<file path="config.mk">
export PLATFORM = sky130hd
export DESIGN_NAME = uart_cmd_rx
export DESIGN_NICKNAME = d
export VERILOG_FILES = /design/src/rtl/uart_cmd_pkg.sv /design/src/rtl/uart_rx_core.sv /design/src/rtl/uart_cmd_rx.sv
export SDC_FILE = /design/constraint.sdc
export NUM_CORES = 1
export LEC_CHECK = 0
export BUFFER_PORTS_ARGS = -buffer_cell sky130_fd_sc_hd__buf_2
export CAP_MARGIN = 40
export CORE_MARGIN = 1
export CORE_UTILIZATION = 35
export DETAILED_ROUTE_END_ITERATION = 12
export SYNTH_ARGS = -nofsm -noshare
export SYNTH_HDL_FRONTEND = slang
export SYNTH_HIERARCHICAL = 1
export SYNTH_SLANG_ARGS = --single-unit
</file>
<file path="constraint.sdc">
create_clock -name clk -period 3.24 [get_ports clk]
set_input_delay 0 -clock clk [delete_from_list [all_inputs] [get_ports clk]]
set_output_delay 0 -clock clk [all_outputs]
set_load 0.01 [all_outputs]
</file>
<file path="src/rtl/uart_cmd_pkg.sv">
// Shared types and constants for the UART command receiver.
// Optional 8E1 framing is enabled by defining UART_CMD_PARITY_EN.
package uart_cmd_pkg;

  typedef enum logic [2:0] {
    ST_IDLE   = 3'd0,
    ST_START  = 3'd1,
    ST_DATA   = 3'd2,
`ifdef UART_CMD_PARITY_EN
    ST_PARITY = 3'd3,
`endif
    ST_STOP   = 3'd4,
    ST_BREAK  = 3'd5
  } rx_state_e;

  localparam logic [7:0] ASCII_A_LC = 8'h61;
  localparam logic [7:0] ASCII_A_UC = 8'h41;
  localparam logic [7:0] ASCII_D_LC = 8'h64;
  localparam logic [7:0] ASCII_D_UC = 8'h44;
  localparam logic [7:0] ASCII_S_LC = 8'h73;
  localparam logic [7:0] ASCII_S_UC = 8'h53;
  localparam logic [7:0] ASCII_W_LC = 8'h77;
  localparam logic [7:0] ASCII_W_UC = 8'h57;
  localparam logic [7:0] ASCII_P_LC = 8'h70;
  localparam logic [7:0] ASCII_P_UC = 8'h50;
  localparam logic [7:0] ASCII_R_LC = 8'h72;
  localparam logic [7:0] ASCII_R_UC = 8'h52;

  localparam int unsigned CMD_W      = 6;
  localparam int unsigned CMD_LEFT   = 0;
  localparam int unsigned CMD_RIGHT  = 1;
  localparam int unsigned CMD_DOWN   = 2;
  localparam int unsigned CMD_ROTATE = 3;
  localparam int unsigned CMD_PAUSE  = 4;
  localparam int unsigned CMD_RESET  = 5;

  // Case-insensitive key map; unknown bytes give an all-zero vector.
  function automatic logic [CMD_W-1:0] decode_cmd(input logic [7:0] b);
    logic [CMD_W-1:0] v;
    v = '0;
    case (b)
      ASCII_A_LC, ASCII_A_UC: v[CMD_LEFT]   = 1'b1;
      ASCII_D_LC, ASCII_D_UC: v[CMD_RIGHT]  = 1'b1;
      ASCII_S_LC, ASCII_S_UC: v[CMD_DOWN]   = 1'b1;
      ASCII_W_LC, ASCII_W_UC: v[CMD_ROTATE] = 1'b1;
      ASCII_P_LC, ASCII_P_UC: v[CMD_PAUSE]  = 1'b1;
      ASCII_R_LC, ASCII_R_UC: v[CMD_RESET]  = 1'b1;
      default: v = '0;
    endcase
    return v;
  endfunction

endpackage

</file>
<file path="src/rtl/uart_rx_core.sv">
// UART receive core: rx synchronizer, baud counter and framing FSM.
// 8N1 by default; UART_CMD_PARITY_EN adds an even-parity bit (8E1).
module uart_rx_core
  import uart_cmd_pkg::*;
#(
  parameter int unsigned CLKS_PER_BIT = 868,
  parameter int unsigned SYNC_STAGES  = 2
) (
  input  logic       clk_i,
  input  logic       rst_i,
  input  logic       rx_i,
  output logic [7:0] byte_o,
  output logic       byte_ok_c_o,
  output logic       byte_err_c_o
);

  localparam int unsigned CNT_W = $clog2(CLKS_PER_BIT) + 1;
  localparam logic [CNT_W-1:0] BIT_LOAD  = CNT_W'(CLKS_PER_BIT - 1);
  localparam logic [CNT_W-1:0] HALF_LOAD = CNT_W'(CLKS_PER_BIT / 2 - 1);

  logic [SYNC_STAGES-1:0] sync_q;
  logic                   rs;
  rx_state_e              state_q;
  logic [CNT_W-1:0]       cnt_q;
  logic [2:0]             bit_idx_q;
  logic [7:0]             shift_q;
  logic                   tick;
`ifdef UART_CMD_PARITY_EN
  logic                   par_err_q;
`endif

  // Line idles high, so the synchronizer presets to 1 to avoid a false start.
  always_ff @(posedge clk_i) begin
    if (rst_i) sync_q <= '1;
    else       sync_q <= {sync_q[SYNC_STAGES-2:0], rx_i};
  end

  assign rs   = sync_q[SYNC_STAGES-1];
  assign tick = (cnt_q == '0);

  // Framing FSM; each sample point is where the baud counter reaches zero.
  always_ff @(posedge clk_i) begin
    if (rst_i) begin
      state_q   <= ST_IDLE;
      cnt_q     <= '0;
      bit_idx_q <= '1;
      shift_q   <= '0;
`ifdef UART_CMD_PARITY_EN
      par_err_q <= 1'b0;
`endif
    end else begin
      case (state_q)
        ST_IDLE: begin
          if (!rs) begin
            cnt_q   <= HALF_LOAD;
            state_q <= ST_START;
          end
        end
        ST_START: begin
          if (!tick) begin
            cnt_q <= cnt_q - CNT_W'(1);
          end else if (!rs) begin
            cnt_q     <= BIT_LOAD;
            bit_idx_q <= '0;
`ifdef UART_CMD_PARITY_EN
            par_err_q <= 1'b0;
`endif
            state_q   <= ST_DATA;
          end else begin
            state_q <= ST_IDLE;
          end
        end
        ST_DATA: begin
          if (!tick) begin
            cnt_q <= cnt_q - CNT_W'(1);
          end else begin
            shift_q <= {rs, shift_q[7:1]};
            cnt_q   <= BIT_LOAD;
            if (bit_idx_q == 3'd7) begin
`ifdef UART_CMD_PARITY_EN
              state_q <= ST_PARITY;
`else
              state_q <= ST_STOP;
`endif
            end else begin
              bit_idx_q <= bit_idx_q + 3'd1;
            end
          end
        end
`ifdef UART_CMD_PARITY_EN
        ST_PARITY: begin
          if (!tick) begin
            cnt_q <= cnt_q - CNT_W'(1);
          end else begin
            par_err_q <= (^shift_q) ^ rs;
            cnt_q     <= BIT_LOAD;
            state_q   <= ST_STOP;
          end
        end
`endif
        ST_STOP: begin
          if (!tick) begin
            cnt_q <= cnt_q - CNT_W'(1);
          end else if (rs) begin
            state_q <= ST_IDLE;
          end else begin
            state_q <= ST_BREAK;
          end
        end
        ST_BREAK: begin
          if (rs) state_q <= ST_IDLE;
        end
        default: state_q <= ST_IDLE;
      endcase
    end
  end

  // Result strobes are combinational so the top can register them in one stage.
  always_comb begin
    byte_ok_c_o  = 1'b0;
    byte_err_c_o = 1'b0;
    if (state_q == ST_STOP && tick) begin
      if (!rs) begin
        byte_err_c_o = 1'b1;
`ifdef UART_CMD_PARITY_EN
      end else if (par_err_q) begin
        byte_err_c_o = 1'b1;
`endif
      end else begin
        byte_ok_c_o = 1'b1;
      end
    end
  end

  assign byte_o = shift_q;

endmodule

</file>
<file path="src/rtl/uart_cmd_rx.sv">
// UART key-command receiver: registers decoded command pulses, the last good
// byte and error strobes. Define UART_CMD_PARITY_EN for 8E1 framing.
module uart_cmd_rx
  import uart_cmd_pkg::*;
#(
  parameter int unsigned CLKS_PER_BIT = 868,
  parameter int unsigned SYNC_STAGES  = 2
) (
  input  logic       clk,
  input  logic       rst,
  input  logic       rx,
  output logic       cmd_left,
  output logic       cmd_right,
  output logic       cmd_down,
  output logic       cmd_rotate,
  output logic       cmd_pause,
  output logic       cmd_reset,
  output logic [7:0] data_out,
  output logic       data_valid,
  output logic       frame_err
);

  logic [7:0]       rx_byte;
  logic             byte_ok_c;
  logic             byte_err_c;
  logic [CMD_W-1:0] cmd_q, cmd_d;
  logic [7:0]       data_q, data_d;
  logic             valid_q, valid_d;
  logic             err_q, err_d;

  uart_rx_core #(
    .CLKS_PER_BIT (CLKS_PER_BIT),
    .SYNC_STAGES  (SYNC_STAGES)
  ) u_core (
    .clk_i        (clk),
    .rst_i        (rst),
    .rx_i         (rx),
    .byte_o       (rx_byte),
    .byte_ok_c_o  (byte_ok_c),
    .byte_err_c_o (byte_err_c)
  );

  // Decode only good frames; a bad frame leaves data_out untouched.
  always_comb begin
    cmd_d   = '0;
    data_d  = data_q;
    valid_d = 1'b0;
    err_d   = byte_err_c;
    if (byte_ok_c) begin
      cmd_d   = decode_cmd(rx_byte);
      data_d  = rx_byte;
      valid_d = 1'b1;
    end
  end

  always_ff @(posedge clk) begin
    if (rst) begin
      cmd_q   <= '0;
      data_q  <= 8'h00;
      valid_q <= 1'b0;
      err_q   <= 1'b0;
    end else begin
      cmd_q   <= cmd_d;
      data_q  <= data_d;
      valid_q <= valid_d;
      err_q   <= err_d;
    end
  end

  assign cmd_left   = cmd_q[CMD_LEFT];
  assign cmd_right  = cmd_q[CMD_RIGHT];
  assign cmd_down   = cmd_q[CMD_DOWN];
  assign cmd_rotate = cmd_q[CMD_ROTATE];
  assign cmd_pause  = cmd_q[CMD_PAUSE];
  assign cmd_reset  = cmd_q[CMD_RESET];
  assign data_out   = data_q;
  assign data_valid = valid_q;
  assign frame_err  = err_q;

endmodule

</file>
* Word-level counts from Yosys, hierarchy flattened
Cells that the tools add are included.
Storage, ports and cells: register bits after elaboration 43, input bits 3, output and inout port bits 16, word-level logic and storage cells 87
Operators by class: $add $sub $neg 2, equality and inequality tests 27, mux-type cells 30, bitwise operators 2, reductions and logical operators 17
Operators by type and width (number):
- equality test 8 x 7 -> 1 bit, second input constant | 12
- two-way mux 11 bit | 5
- one-hot mux 11 bit (4 select lines) | 1
- two-way mux 3 bit | 11
- OR reduction 2 bit | 8
- one-hot mux 3 bit (5 select lines) | 1
- logical NOT 11 bit | 1
- subtractor 11 x 1 -> 11 bit, second input constant | 1
- two-way mux 1 bit | 10
- inequality test 2 x 1 -> 1 bit, second input constant | 5
- equality test 3 bit, second input constant | 3
- inequality test 2 bit, second input constant | 4
- one-hot mux 3 bit (2 select lines) | 1
- AND reduction 6 bit | 1
- AND reduction 5 bit | 1
- AND reduction 4 bit | 1
- nonzero test 4 bit | 1
- adder 3 x 1 -> 3 bit, second input constant | 1
- equality test 3 x 1 -> 1 bit, second input constant | 1
- equality test 3 x 2 -> 1 bit, second input constant | 1
- logical NOT 3 bit | 1
- inequality test 3 bit, second input constant | 1
- two-way mux 2 bit | 1
- NOT 1 bit | 2
- other kinds (3) | 3

* Logic depth before layout (Yosys ltp)
word-level depth 5, gate-level depth with buffers 10, depth with buffers taken out 8

* By module
The synthesis kept the hierarchy.
Modules (own cells, without submodules):
- uart_rx_core | times used 1, cells each 194, area an instance 1650.3 µm², seq. area each 540.5 µm²
- uart_cmd_rx | times used 1, cells each 48, area an instance 550.5 µm², seq. area each 320.3 µm²

* Least setup slack after synthesis
No wires, ideal clock.
path type register to register, from register u_core.cnt_q[5], to register cmd_q[0], library setup time 87 ps, arrival 2315 ps, data required time 3153 ps, slack 838 ps, stages on the path, launching flop included 8, path buffers 1, period minus slack after synthesis 2402 ps, path through dfxtp_1 -> or4_4 -> nor4_4 -> buf_2 -> nand2_1 -> nor2_1 -> or3b_1 -> nor4b_2
Between the ends: cells in the longest elaborated chain, start to end 5
RTL lines:
- from (decl) | RTL line uart_rx_core.sv:24 | logic [CNT_W-1:0] cnt_q;
- from (signal assigned) | RTL line uart_rx_core.sv:61 | cnt_q <= cnt_q - CNT_W'(1);
- from (signal assigned) | RTL line uart_rx_core.sv:75 | cnt_q <= cnt_q - CNT_W'(1);
- from (signal assigned) | RTL line uart_rx_core.sv:103 | cnt_q <= cnt_q - CNT_W'(1);
- logical NOT 11 bit | RTL line uart_rx_core.sv:39 | assign tick = (cnt_q == '0);
- logical AND 1 bit | RTL line uart_rx_core.sv:122 | if (state_q == ST_STOP && tick) begin
- two-way mux 1 bit | RTL line uart_rx_core.sv:122
- named net byte_ok_c | RTL line uart_cmd_rx.sv:24 | logic byte_ok_c;
- NOT 1 bit (no source line)
- OR reduction 2 bit (no source line)
- to (signal assigned) | RTL line uart_cmd_rx.sv:63 | cmd_q <= cmd_d;
- to (decl) | RTL line uart_cmd_rx.sv:26 | logic [CMD_W-1:0] cmd_q, cmd_d;
The timed path passes the listed nets, and every way through them passes these cells. A chain may end at the register's enable or synchronous reset.

* Worst setup path after layout
Same ends and word-level chain as after synthesis.

==> results.yml <==
synthesis:
  yosysTopAreaCellShare_pct: 39.1
  ys_ff_latch: 43
  netlist_area_um2: 2200
  synth-edff-count: 0
  ys_seq_area_share_pct: 39.1
  synth_top_cell_by_area: "dfxtp_1"
  synthesis.nets: 249
  yosysWarnings: 6
  synth_top_flop_cell: "dfxtp_1"
  synth.area.top_cells: "dfxtp_1 (39%), mux2i_1 (6.4%), a21oi_1 (3.4%)"
  ys_types: 56
  syn_inst: 242
  avgSynthCellArea_um2: 9.09
  synth-async-reset-ratio_pct: 0
clocking:
  cts_resized: 0
  clock_latency_ns: 0.29
  cts_max_path_buffers: 2
  clk_pin_slew_ns: 0.09
  cts_hold_buf: 1
  numCtsBuffers: 5
  cts_setup_buffers: 0
  cts_num_sinks: 43
  root_buffer: "clkbuf_8"
  tritoncts: "yes"
  h-tree-depth: 2
critical_path:
  cp_slowest_cell: "or4_4"
  start_kind: "flop"
  worst-path-max-fanout: 11
  timing.rr.end: "cmd_q[0]"
  crit_type: "reg2reg"
  startpoint: "u_core/cnt_q[5]"
  worstPathCellList: "or4_4 > nor4_4 > nand2_1 > nor2_1 > buf_4 > or3b_1 > nor4b_2"
  cp_data_arrival_time_ns: 2.55
  worstPathRequired_ns: 3.45
  worstSetupEndpoint: "cmd_q[0]"
  r2r_start: "u_core/cnt_q[5]"
  critPathMaxStageDelay_ns: 0.59
  r2r_setup_slack_ns: 0.90
  end_kind: "flop"
  reg2regPathDepth: 7
routing:
  drt_iter0_drc: 162
  antenna_left: 0
  drcViolationCount: 0
  avgRoutedWirePerCell_um: 14.4
  first_pass_iters: 4
  via_count: 1879
  vias_per_cell: 5.64
  wl_um: 4800
floorplanning:
  fp.dieArea_um2: 6610
  placeableCoreArea_um2: 5990
  dieHeight_um: 81.3
  start_util_pct: 36.7
  dieWidth_um: 81.3
  io_pins: 19
  rows: 28
global_routing:
  grt_pass1_vias: 1671
  grt_max_degree: 36
  grt_overflow_total: 0
  grt_util_all_layers_pct: 15.4
  grt_first_pass_wirelength_um: 8000
  antenna_found_initial: 0
timing:
  tns_ns: 0
  layout_min_cycle_time_ns: 2.34
  setup_viol: 0
  finalMaxSlewViolations: 0
  tightest_slew_ns: 0.785
  rsz0062_at_grt: "no"
  whs_ns: 0.199
  fin_skew_ns: 0.00821
  fin_crit_sh_pct: 72.2
  slew_headroom_pct: 46.9
  timing.final.hold_violations: 0
  max_freq_ghz: 0.428
placed_design:
  dp.cells: 324
  gp_congestion: 0.860
  dp_hpwl_um: 3280
  io_buffers: 18
outcome:
  status: "finished, final reports clean"
hold_path:
  holdPathStages: 2
  holdCritPathClass: "in2reg"
  hold_path.startpoint: "rst"
run:
  max_cap_viol_count: 0
finish:
  area_delta_synth_final_pct: 10.1
  drive_gt1_share_pct: 17.1
  final_nets: 264
  final_cells: 333
  diodes: 0
  fillers: 612
power:
  p_per_area_nw_per_um2: 476
  leakage_nw: 0.849
  peakVddDrop_uv: 186
per-layer routing:
metal	track usage, %	up-vias	wire length, um
met5	0	-	0
met2	24.2	51	2150
met1	21.4	880	2420
met3	3.82	2	204
met4	2.68	0	21
li1	-	946	-
how the worst min path moves through the flow:
stage | end | slack (ns)
after global placement | u_core/sync_q[0] | 0.18
after global routing | data_out[1] | 0.22
after floorplan | u_core/sync_q[0] | 0.10
after CTS | data_out[2] | 0.19
final | data_out[2] | 0.20
after detailed placement | u_core/sync_q[0] | 0.19
metrics by stage:
step / util, % / setup WS [ns] / total power (W) / instance area (um2)
2_1_floorplan: - / 0.838 / 0.000756 / 2200
3_3_place_gp: 38.7 / 0.942 / 0.000808 / 2320
3_5_place_dp: 38.7 / 0.928 / 0.000809 / 2320
4_1_cts: 40.5 / 0.901 / 0.00116 / 2420
5_1_grt: 40.5 / 0.689 / 0.00121 / 2420
6_report: 40.5 / 0.902 / 0.00115 / 2420
report_power, final:
group	leakage, nW	internal [W]	switching, W
registers	0.349	0.000544	0.0000215
clock network	0.0443	0.000154	0.000197
logic	0.456	0.0000869	0.000150
total	0.849	0.000785	0.000368
synthesized netlist by cell type, drive strengths merged, types with 2 or more instances:
| library cell | n |
|---|---|
| o21ai | 12 |
| inv | 11 |
| nand2 | 6 |
| o311ai | 2 |
| clkbuf | 10 |
| nand3 | 13 |
| o2111a | 2 |
| dfxtp | 43 |
| o211ai | 9 |
| ha | 4 |
| nor3b | 4 |
| nand2b | 4 |
| a31oi | 3 |
| or2 | 4 |
| mux2i | 14 |
| a21o | 2 |
| or4 | 3 |
| nor3 | 10 |
| nor2b | 6 |
| a221oi | 3 |
| nor4b | 4 |
| a221o | 2 |
| nor4 | 7 |
| buf | 5 |
| or4b | 3 |
| a211o | 2 |
| or3 | 2 |
| o31ai | 2 |
| a31o | 2 |
| nor2 | 17 |
| a21oi | 15 |
| nand4 | 2 |
cells by family after synthesis:
family          count (synthesis)  share of synthesized area, %
compound gates                 63                          19.8
xor+xnor                        1                         0.398
fa+ha+maj                       4                          2.27
buf+inv                        26                          6.20
flops                          43                          39.1
mux                            14                          6.37
simple gates                   91                          25.9
flip-flops by register name, summed over array words and instances (netlist names), 2 cells and up:
register and flops:
u_core/bit_idx_q 3, u_core/sync_q 2, u_core/byte_o 8, u_core/cnt_q 11, data_out 8, cmd_q 6, u_core/state_q 3
cell usage in the layout (no fill, tap or decap), types with 6 or more instances in the layout:
cell / instances
nor2b_1: 6
nand2_1: 6
inv_1: 11
o21ai_0: 11
nor3_1: 10
nand3_1: 13
mux2i_1: 14
o211ai_1: 9
a21oi_1: 15
buf_2: 18
nor2_1: 17
dfxtp_1: 43
area by class of cell:
cell class / instances / area (um2) / area share, %
multi-input cells: 173 / 1200 / 49.7
flip-flops and latches: 43 / 861 / 35.5
repair buffers: 23 / 130 / 5.37
well taps: 75 / 93.8 / 3.87
clock buffers: 5 / 68.8 / 2.84
inverters: 11 / 41.3 / 1.70
clock inverters: 3 / 25.0 / 1.03
worst max-delay path: cells and delay by family (launching register included):
family                 cells  cell delay [ns]
AND/OR/NAND/NOR            6             1.67
flip-flops                 1             0.37
buffers and inverters      1             0.22
(Power assumes the default switching activity.)
